`src/rtl/seq_check_sink.sv`:
```
// Terminal socket consumer: pulls frames of SOCKET_SIZE words and checks them
// against an incrementing counter sequence, reporting word/frame/error stats.
module seq_check_sink #(
   parameter int unsigned DATA_WIDTH   = 16,
   parameter int unsigned SOCKET_SIZE  = 5,
   parameter int unsigned INIT_VALUE   = 0,
   parameter int unsigned STALL_CYCLES = 0
) (
   input  logic                  i_clk,
   input  logic                  i_rst,
   input  logic                  i_enable,
   input  logic [DATA_WIDTH-1:0] i_data,
   input  logic                  i_dv,
   input  logic                  i_empty,
   output logic                  o_rd_en,
   output logic                  o_frame_done,
   output logic                  o_mismatch,
   output logic                  o_err,
   output logic                  o_proto_err,
   output logic [31:0]           o_word_count,
   output logic [15:0]           o_frame_count,
   output logic [15:0]           o_err_count,
   output logic                  o_busy
);

   localparam int unsigned CNT_W = $clog2(SOCKET_SIZE + 1);
   localparam int unsigned ST_W  = (STALL_CYCLES > 0) ? $clog2(STALL_CYCLES + 1) : 1;

   typedef enum logic [1:0] {
      S_IDLE  = 2'd0,
      S_READ  = 2'd1,
      S_DRAIN = 2'd2,
      S_STALL = 2'd3
   } state_t;

   state_t                r_state;
   state_t                w_state_nxt;
   logic [CNT_W-1:0]      r_issued;
   logic [CNT_W-1:0]      r_received;
   logic [CNT_W-1:0]      w_recv_nxt;
   logic [ST_W-1:0]       r_stall_cnt;
   logic [DATA_WIDTH-1:0] r_expected;
   logic                  r_rd_pend;
   logic                  w_dv_ok;
   logic                  w_dv_bad;
   logic                  w_word_bad;
   logic                  w_last_req;
   logic                  w_frame_end;
   logic                  w_stall_end;

   assign o_rd_en    = (r_state == S_READ) && !i_empty && (r_issued < CNT_W'(SOCKET_SIZE));
   assign w_last_req = o_rd_en && (r_issued == CNT_W'(SOCKET_SIZE - 1));
   assign w_dv_ok    = i_dv && r_rd_pend;
   assign w_dv_bad   = i_dv && !r_rd_pend;
   assign w_word_bad = w_dv_ok && (i_data != r_expected);
   // Completion counts the word arriving this cycle so DRAIN can end on it.
   assign w_recv_nxt = r_received + CNT_W'(w_dv_ok);

   always_ff @(posedge i_clk or negedge i_rst) begin
      if (!i_rst) r_state <= S_IDLE;
      else        r_state <= w_state_nxt;
   end

   always_comb begin
      w_state_nxt = r_state;
      w_frame_end = 1'b0;
      w_stall_end = 1'b0;
      case (r_state)
         S_IDLE:  if (i_enable) w_state_nxt = S_READ;
         S_READ:  if (w_last_req) w_state_nxt = S_DRAIN;
         S_DRAIN: begin
            if (w_recv_nxt == CNT_W'(SOCKET_SIZE)) begin
               w_frame_end = 1'b1;
               if (STALL_CYCLES > 0) w_state_nxt = S_STALL;
               else if (i_enable)    w_state_nxt = S_READ;
               else                  w_state_nxt = S_IDLE;
            end
         end
         S_STALL: begin
            if (r_stall_cnt == ST_W'(STALL_CYCLES - 1)) begin
               w_stall_end = 1'b1;
               w_state_nxt = i_enable ? S_READ : S_IDLE;
            end
         end
         default: w_state_nxt = S_IDLE;
      endcase
   end

   // Frame bookkeeping, sequence checking and statistics.
   always_ff @(posedge i_clk or negedge i_rst) begin
      if (!i_rst) begin
         r_issued      <= '0;
         r_received    <= '0;
         r_stall_cnt   <= '0;
         r_expected    <= DATA_WIDTH'(INIT_VALUE);
         r_rd_pend     <= 1'b0;
         o_frame_done  <= 1'b0;
         o_mismatch    <= 1'b0;
         o_err         <= 1'b0;
         o_proto_err   <= 1'b0;
         o_word_count  <= '0;
         o_frame_count <= '0;
         o_err_count   <= '0;
         o_busy        <= 1'b0;
      end else begin
         r_rd_pend    <= o_rd_en;
         o_busy       <= (w_state_nxt != S_IDLE);
         o_frame_done <= w_frame_end;
         o_mismatch   <= w_word_bad;

         if (w_frame_end) begin
            r_issued      <= '0;
            r_received    <= '0;
            o_frame_count <= o_frame_count + 16'd1;
         end else begin
            if (o_rd_en) r_issued <= r_issued + CNT_W'(1);
            r_received <= w_recv_nxt;
         end

         if (r_state == S_STALL) begin
            if (w_stall_end) r_stall_cnt <= '0;
            else             r_stall_cnt <= r_stall_cnt + ST_W'(1);
         end

         if (w_dv_ok) begin
            o_word_count <= o_word_count + 32'd1;
            if (w_word_bad) begin
               // Resync on the received word so one bad word costs one error.
               r_expected <= i_data + DATA_WIDTH'(1);
               o_err      <= 1'b1;
               if (o_err_count != 16'hFFFF) o_err_count <= o_err_count + 16'd1;
            end else begin
               r_expected <= r_expected + DATA_WIDTH'(1);
            end
         end

         if (w_dv_bad) begin
            o_proto_err <= 1'b1;
            o_err       <= 1'b1;
         end
      end
   end

endmodule
```
`config.mk`:
```
export PLATFORM = sky130hd
export DESIGN_NAME = seq_check_sink
export DESIGN_NICKNAME = d
export VERILOG_FILES = /design/src/rtl/seq_check_sink.sv
export SDC_FILE = /design/constraint.sdc
export NUM_CORES = 1
export LEC_CHECK = 0
export CAP_MARGIN = 20
export CELL_PAD_IN_SITES_DETAIL_PLACEMENT = 0
export CELL_PAD_IN_SITES_GLOBAL_PLACEMENT = 1
export CORE_MARGIN = 4
export CORE_UTILIZATION = 36
export DETAILED_ROUTE_END_ITERATION = 10
export PLACE_DENSITY = 0.88
export SYNTH_ARGS = -nofsm -noshare
export SYNTH_HDL_FRONTEND = slang
export SYNTH_SLANG_ARGS = --single-unit
```
`constraint.sdc`:
```
create_clock -name i_clk -period 3 [get_ports i_clk]
set_clock_uncertainty 0.1 [all_clocks]
set_input_delay 0.3 -clock i_clk [delete_from_list [all_inputs] [get_ports i_clk]]
set_output_delay 0.3 -clock i_clk [all_outputs]
set_load 0.01 [all_outputs]
```
==> results of run 1 <==
==> state kept, by name (all words and copies together), names as in the netlist, 2 cells and up <==
signal / count
o_err_count: 16
r_received: 3
r_expected: 16
r_issued: 3
r_state: 2
o_word_count: 32
o_frame_count: 16
==> worst max path at each step <==
stage	end	cells after the start
global route	r_expected[6]	11
detailed placement	r_expected[4]	12
CTS	r_expected[12]	11
floorplan	r_expected[12]	13
finish	r_expected[12]	12
global placement	r_expected[4]	12
==> layer usage <==
| metal | global-route usage | wire length, um |
|---|---|---|
| met5 | 0 | 0 |
| met4 | 0.0720 | 206 |
| met3 | 0.0403 | 616 |
| met2 | 0.245 | 5500 |
| met1 | 0.219 | 5360 |
==> Yosys cell counts, drive strengths merged, types with 4 or more instances <==
cell | number | area [sq um]
nand2 | 50 | 188
nand4 | 21 | 131
and4 | 5 | 43.8
nor2 | 32 | 120
ha | 8 | 100
o21ai | 9 | 45.0
nand2b | 5 | 31.3
buf | 6 | 36.3
and2 | 5 | 31.3
mux2i | 6 | 60.1
nor4 | 5 | 46.3
o22a | 5 | 43.8
inv | 13 | 48.8
xnor2 | 65 | 569
xor2 | 20 | 175
and3 | 18 | 113
a21oi | 18 | 93.8
nand3 | 33 | 165
clkbuf | 9 | 33.8
a31oi | 4 | 25.0
mux2 | 6 | 75.1
dfrtp | 95 | 2380
nor3 | 12 | 65.1
==> what timing repair did <==
item,4_1_cts,5_1_grt
endpoints found under the setup margin,0,4
endpoints found under the hold margin,40,0
resized for setup,0,3
hold buffers,1,0
==> cell families after synthesis <==
family | count (synthesis) | synth area share
AOI/OAI and AO/OA | 51 | 0.0681
muxes | 12 | 0.0283
xor gates and xnor gates | 85 | 0.156
and+or+nand+nor | 192 | 0.205
adders and majority gates | 8 | 0.0209
DFF | 95 | 0.498
buffers and inverters | 28 | 0.0249
==> power groups by stage <==
stage	sequential, mW	clock (mW)	combinational, mW
2_1_floorplan	1.79	0	0.709
3_3_place_gp	1.82	0	1.18
3_5_place_dp	1.83	0	1.20
4_1_cts	1.81	1.17	1.21
5_1_grt	1.85	1.21	1.35
6_report	1.81	1.12	1.20
==> final cells by class <==
class	instances	share of cell area
Multi-Input combinational cell	348	0.362
Clock buffer	11	0.0394
Inverter	13	0.00760
Timing Repair Buffer	123	0.181
Tap cell	172	0.0335
Clock inverter	5	0.00624
Sequential cell	95	0.370
==> worst max-delay path: stages <==
cell             delay (ns)
clkdlybuf4s50_1        0.47
xnor2_1                0.24
nand4_1                0.19
nor4_4                 0.30
nand2b_4               0.18
mux2_2                 0.15
ha_2                   0.18
inv_1                  0.07
nor4_2                 0.36
a41oi_1                0.17
mux2_4                 0.29
a21oi_2                0.10
==> load_flow_metrics.sql, run 1 <==
INSERT INTO impl_metrics (metric_group, metric, value, unit) VALUES
('critical_path', 'setup.worst_path.start', 'i_data[10]', ''),
('die', 'floorplan.initialDensity', '0.373', ''),
('sta', 'hold-worst-slack', '0.359', 'ns'),
('route', 'detailroute.via_count', '3840', ''),
('critical_path', 'r2r-end', 'r_expected[12]', ''),
('power_and_ir_drop', 'power_switching_share', '0.331', ''),
('layout', 'most-common-layout-cells', 'dfrtp_1 (95), clkdlybuf4s50_1 (89), xnor2_1 (64)', ''),
('hold_path', 'holdPathEnd', 'o_err', ''),
('grt', 'global_route_wire_length_before_repair', '19300', 'um'),
('placement', 'place.gp.congestion', '0.936', ''),
('synthesis', 'post_synth_num_cell_types', '44', ''),
('clock_tree', 'clk_path_buf_depth', '2', ''),
('route', 'routed_wirelength', '11700', 'um'),
('route', 'drtAntennaViolNets', '0', ''),
('route', 'detailedRoute.firstIterationViolations', '214', ''),
('sta', 'final_critical_path_share_of_the_clock_period', '0.945', ''),
('layout', 'syn2layout_area_growth', '34.3', '%'),
('synthesis', 'synth_fp_nets', '500', ''),
('job', 'maximum_capacitance_violations', '0', ''),
('layout', 'count_of_antenna_diodes_in_the_layout', '0', ''),
('power_and_ir_drop', 'power.switching', '1.37', 'mW'),
('layout', 'area.sequential', '2380', 'sq um'),
('power_and_ir_drop', 'power_frac_comb', '0.292', ''),
('route', 'drt-wirelength-per-cell', '15.2', 'um'),
('placement', 'placed_area', '6100', 'sq um'),
('power_and_ir_drop', 'power.total', '4.13', 'mW'),
('placement', 'placed_cells_incl_taps', '750', ''),
('hold_path', 'min_path_type', 'reg2reg', ''),
('die', 'row_count', '41', ''),
('clock_tree', 'h-tree-depth', '3', ''),
('critical_path', 'worst-r2r-setup-slack', '0.17', 'ns'),
('layout', 'finish.net_count', '619', ''),
('sta', 'timing.final.ws_setup', '0.166', 'ns'),
('sta', 'unrepaired_setup_endpoints_after_global_routing', 'false', ''),
('route', 'drt_drc_violations_left', '0', ''),
('synthesis', 'synthCells', '471', ''),
('die', 'die_h', '123', 'um'),
('placement', 'preCtsSetupSlack', '-0.169', 'ns'),
('clock_tree', 'insertion_delay', '0.34', 'ns'),
('die', 'die_w', '123', 'um'),
('sta', 'fin_setup_tns', '0', 'ns'),
('power_and_ir_drop', 'power-per-cell-area', '644', 'nW/um^2'),
('grt', 'grt_pass1_vias', '3884', ''),
('synthesis', 'synth_seq_cells', '95', ''),
('synthesis', 'synth_ff_type', 'dfrtp_1', ''),
('sta', 'final_period_minus_worst_setup_slack', '2.83', 'ns'),
('layout', 'layout.filler_cells', '1208', ''),
('clock_tree', 'clkSinkCount', '95', ''),
('critical_path', 'crit_path_end_kind', 'flop', ''),
('power_and_ir_drop', 'internal_dissipation', '2.76', 'mW'),
('critical_path', 'critPathArrivalTime', '3.01', 'ns'),
('sta', 'report.final.hold_viol_count', '0', ''),
('power_and_ir_drop', 'seqPwrFrac', '0.438', ''),
('sta', 'report.final.slew_viol_count', '0', ''),
('critical_path', 'worstRegToRegCells', '11', ''),
('synthesis', 'synth_area', '4780', 'sq um'),
('layout', 'final_core_utilization', '0.500', ''),
('critical_path', 'criticalPathCategory', 'in2reg', ''),
('run_status', 'run_status', 'finished, final reports clean', ''),
('sta', 'worstMarginPinSlew', '0.685', 'ns'),
('grt', 'gr-total-overflow', '0', ''),
('power_and_ir_drop', 'power_leakage', '2.73', 'nW'),
('die', 'num_io_pins', '91', ''),
('synthesis', 'async_reset_ff_frac', '1.00', ''),
('clock_tree', 'cts_setup_buffers', '0', ''),
('power_and_ir_drop', 'clock_power_share', '0.270', ''),
('clock_tree', 'clock_tree_from_tritoncts', 'yes', ''),
('critical_path', 'startpoint_type', 'primary input', ''),
('route', 'drt-pass1-iter-count', '4', ''),
('hold_path', 'min-delay-start', 'o_err', ''),
('synthesis', 'sequential_share_of_the_synthesized_area', '0.498', '');
No activity file was read; power rests on OpenSTA's default activity.
==> run 2: changes to the inputs <==
--- a/config.mk
+++ b/config.mk
@@ -9,9 +9,10 @@
 export CELL_PAD_IN_SITES_DETAIL_PLACEMENT = 0
 export CELL_PAD_IN_SITES_GLOBAL_PLACEMENT = 1
 export CORE_MARGIN = 4
-export CORE_UTILIZATION = 36
+export CORE_UTILIZATION = 44
 export DETAILED_ROUTE_END_ITERATION = 10
-export PLACE_DENSITY = 0.88
+export DONT_BUFFER_PORTS = 1
+export PLACE_DENSITY_LB_ADDON = 0.1
 export SYNTH_ARGS = -nofsm -noshare
 export SYNTH_HDL_FRONTEND = slang
 export SYNTH_SLANG_ARGS = --single-unit
==> load_flow_metrics.sql, run 2 (synthesis results as in run 1) <==
INSERT INTO impl_metrics (metric_group, metric, value, unit) VALUES
('layout', 'layout.filler_cells', '991', ''),
('clock_tree', 'h-tree-depth', '3', ''),
('route', 'routed_via_density', '5.49', ''),
('clock_tree', 'clockRootBuffer', 'clkbuf_8', ''),
('sta', 'final_period_minus_worst_setup_slack', '2.87', 'ns'),
('placement', 'placed_area', '4990', 'sq um'),
('layout', 'count_of_antenna_diodes_in_the_layout', '0', ''),
('clock_tree', 'cts-buffers-inserted', '9', ''),
('critical_path', 'startpoint_type', 'flop', ''),
('critical_path', 'criticalPathCategory', 'reg2reg', ''),
('sta', 'unrepaired_setup_endpoints_after_global_routing', 'true', ''),
('critical_path', 'timing.critical_path.slowest_cell_delay', '0.44', 'ns'),
('route', 'drt-pass1-iter-count', '4', ''),
('grt', 'antenna_violations_before_repair', '0', ''),
('job', 'maximum_capacitance_violations', '0', ''),
('placement', 'port_buffers', '0', ''),
('die', 'fp.dieArea', '12600', 'sq um'),
('clock_tree', 'insertion_delay', '0.37', 'ns'),
('route', 'detailroute.via_count', '3434', ''),
('power_and_ir_drop', 'power_leakage', '2.30', 'nW'),
('route', 'routed_wirelength', '10600', 'um'),
('route', 'detailedRoute.firstIterationViolations', '223', ''),
('layout', 'mostFrequentLayoutCell', 'dfrtp_1', ''),
('layout', 'register_with_the_most_flip_flops', 'o_word_count', ''),
('grt', 'global_route_wire_length_before_repair', '17900', 'um'),
('die', 'die_w', '112', 'um'),
('critical_path', 'crit_chain', 'xnor2_2 > nand4_1 > nor4_4 > nand2b_4 > mux2_2 > ha_2 > inv_1 > nor4_4 > a41oi_1 > mux2_4 > a21oi_2', ''),
('placement', 'place.gp.congestion', '0.874', ''),
('die', 'die_h', '112', 'um'),
('die', 'row_count', '37', ''),
('sta', 'finalSetupViolCount', '0', ''),
('clock_tree', 'clk_path_buf_depth', '2', ''),
('sta', 'report.final.hold_viol_count', '0', ''),
('clock_tree', 'cts_setup_buffers', '0', ''),
('route', 'drt-wirelength-per-cell', '17.0', 'um'),
('critical_path', 'critical_path_required', '3.21', 'ns'),
('grt', 'grt.total_usage', '0.176', ''),
('critical_path', 'critPathArrivalTime', '3.08', 'ns'),
('layout', 'fraction_of_final_layout_cells_sized_beyond_drive_strength_1', '0.0961', ''),
('critical_path', 'slowest_stage', 'dfrtp_1', ''),
('clock_tree', 'clkSinkCount', '95', ''),
('power_and_ir_drop', 'peakVddDrop', '322', 'uV'),
('die', 'design.core.area', '10500', 'sq um'),
('hold_path', 'min_path_type', 'in2reg', ''),
('sta', 'worst_slew_margin_rel', '0.560', ''),
('route', 'drtAntennaViolNets', '0', ''),
('route', 'drt_drc_violations_left', '0', ''),
('clock_tree', 'worst_setup_hold_path_clk_slew', '0.09', 'ns'),
('die', 'floorplan.initialDensity', '0.457', ''),
('clock_tree', 'clock_tree_from_tritoncts', 'yes', ''),
('critical_path', 'crit_fanout', '7', ''),
('run_status', 'run_status', 'finished, final reports clean', ''),
('grt', 'grt_pass1_vias', '3311', ''),
('grt', 'grt_max_degree', '96', ''),
('power_and_ir_drop', 'power-per-cell-area', '678', 'nW/um^2'),
('grt', 'gr-total-overflow', '0', ''),
('layout', 'final_design_area_no_fill', '5270', 'sq um'),
('placement', 'post-dp-hpwl', '7530', 'um'),
('sta', 'final_critical_path_share_of_the_clock_period', '0.956', ''),
('critical_path', 'cp.buffers_inverters', '1', ''),
('layout', 'syn2layout_area_growth', '10.3', '%'),
('layout', 'finish.net_count', '514', ''),
('layout', 'most-common-layout-cells', 'dfrtp_1 (95), xnor2_1 (62), nand2_1 (50)', ''),
('layout', 'largest_reg_flops', '32', ''),
('critical_path', 'cell_family_with_most_cp_delay', 'simple AND/OR/NAND/NOR gates', ''),
('critical_path', 'crit_path_end_kind', 'flop', ''),
('sta', 'clock.fmax', '349', 'MHz'),
('sta', 'report.final.slew_viol_count', '0', ''),
('sta', 'hold-worst-slack', '0.0681', 'ns'),
('sta', 'fin_setup_tns', '0', 'ns'),
('sta', 'worstMarginPinSlew', '0.657', 'ns'),
('die', 'num_io_pins', '91', ''),
('critical_path', 'path_common_cell', 'nor4_4', '');
==> run 2: cell count changes in the layout (fill, tap and decap cells not counted), moves of 4 or more <==
cell / previous run / this run
clkbuf_8: 2 / 10
clkbuf_16: 9 / 0
dlygate4sd3_1: 1 / 5
clkdlybuf4s50_1: 89 / 0
buf_4: 32 / 12
==> run 2: path summary, 6_finish.rpt <==
kind | to | cells after the start | slack (ns) | from
worst max-delay path | r_expected[12] | 11 | 0.13 | r_expected[13]
worst min-delay path | r_expected[9] | 2 | 0.07 | i_data[7]
min in group asynchronous | r_expected[9] | 2 | 0.39 | i_rst
worst max register to register | r_expected[12] | 11 | 0.13 | r_expected[13]
worst min register to register | r_stall_cnt | 1 | 0.41 | r_stall_cnt
max in group asynchronous | o_err_count[4] | 2 | 2.01 | i_rst
==> run 2: cell type report <==
cell class	instances	area (sq um)	share of cell area
well taps	136	170	0.0323
flip-flops and latches	95	2380	0.451
multi-input cells	348	2340	0.443
repair buffers	18	168	0.0318
inverters	13	48.8	0.00925
clock inverters	4	30.0	0.00570
clock buffers	11	141	0.0268
==> run 2: repair_timing <==
| action | 4_1_cts | 5_1_grt |
|---|---|---|
| gates resized for setup | 0 | 6 |
| hold buffers | 6 | 0 |
| endpoints found under the setup margin | 0 | 3 |
| endpoints found under the hold margin | 100 | 0 |
==> run 2: power breakdown <==
group | switching (mW) | internal, mW
logic | 0.490 | 0.462
clock network | 0.459 | 0.325
registers | 0.318 | 1.52
total | 1.27 | 2.31
==> run 2: metal layers <==
metal  wire length, um  vias up  GRT usage
met2              4850       75      0.261
met3               713       12     0.0593
met5                 0        -          0
met1              4920     1684      0.245
met4               161        0     0.0569
li1                  -     1663          -
==> run 2: stage by stage <==
stage,worst slack [ns],power (mW),cells,util
floorplan,0.00137,2.50,471,-
global placement,0.163,2.75,604,0.477
detailed placement,0.0986,2.76,604,0.477
CTS,0.0563,3.60,625,0.501
global route,-0.00518,3.83,625,0.504
finish,0.133,3.57,625,0.504
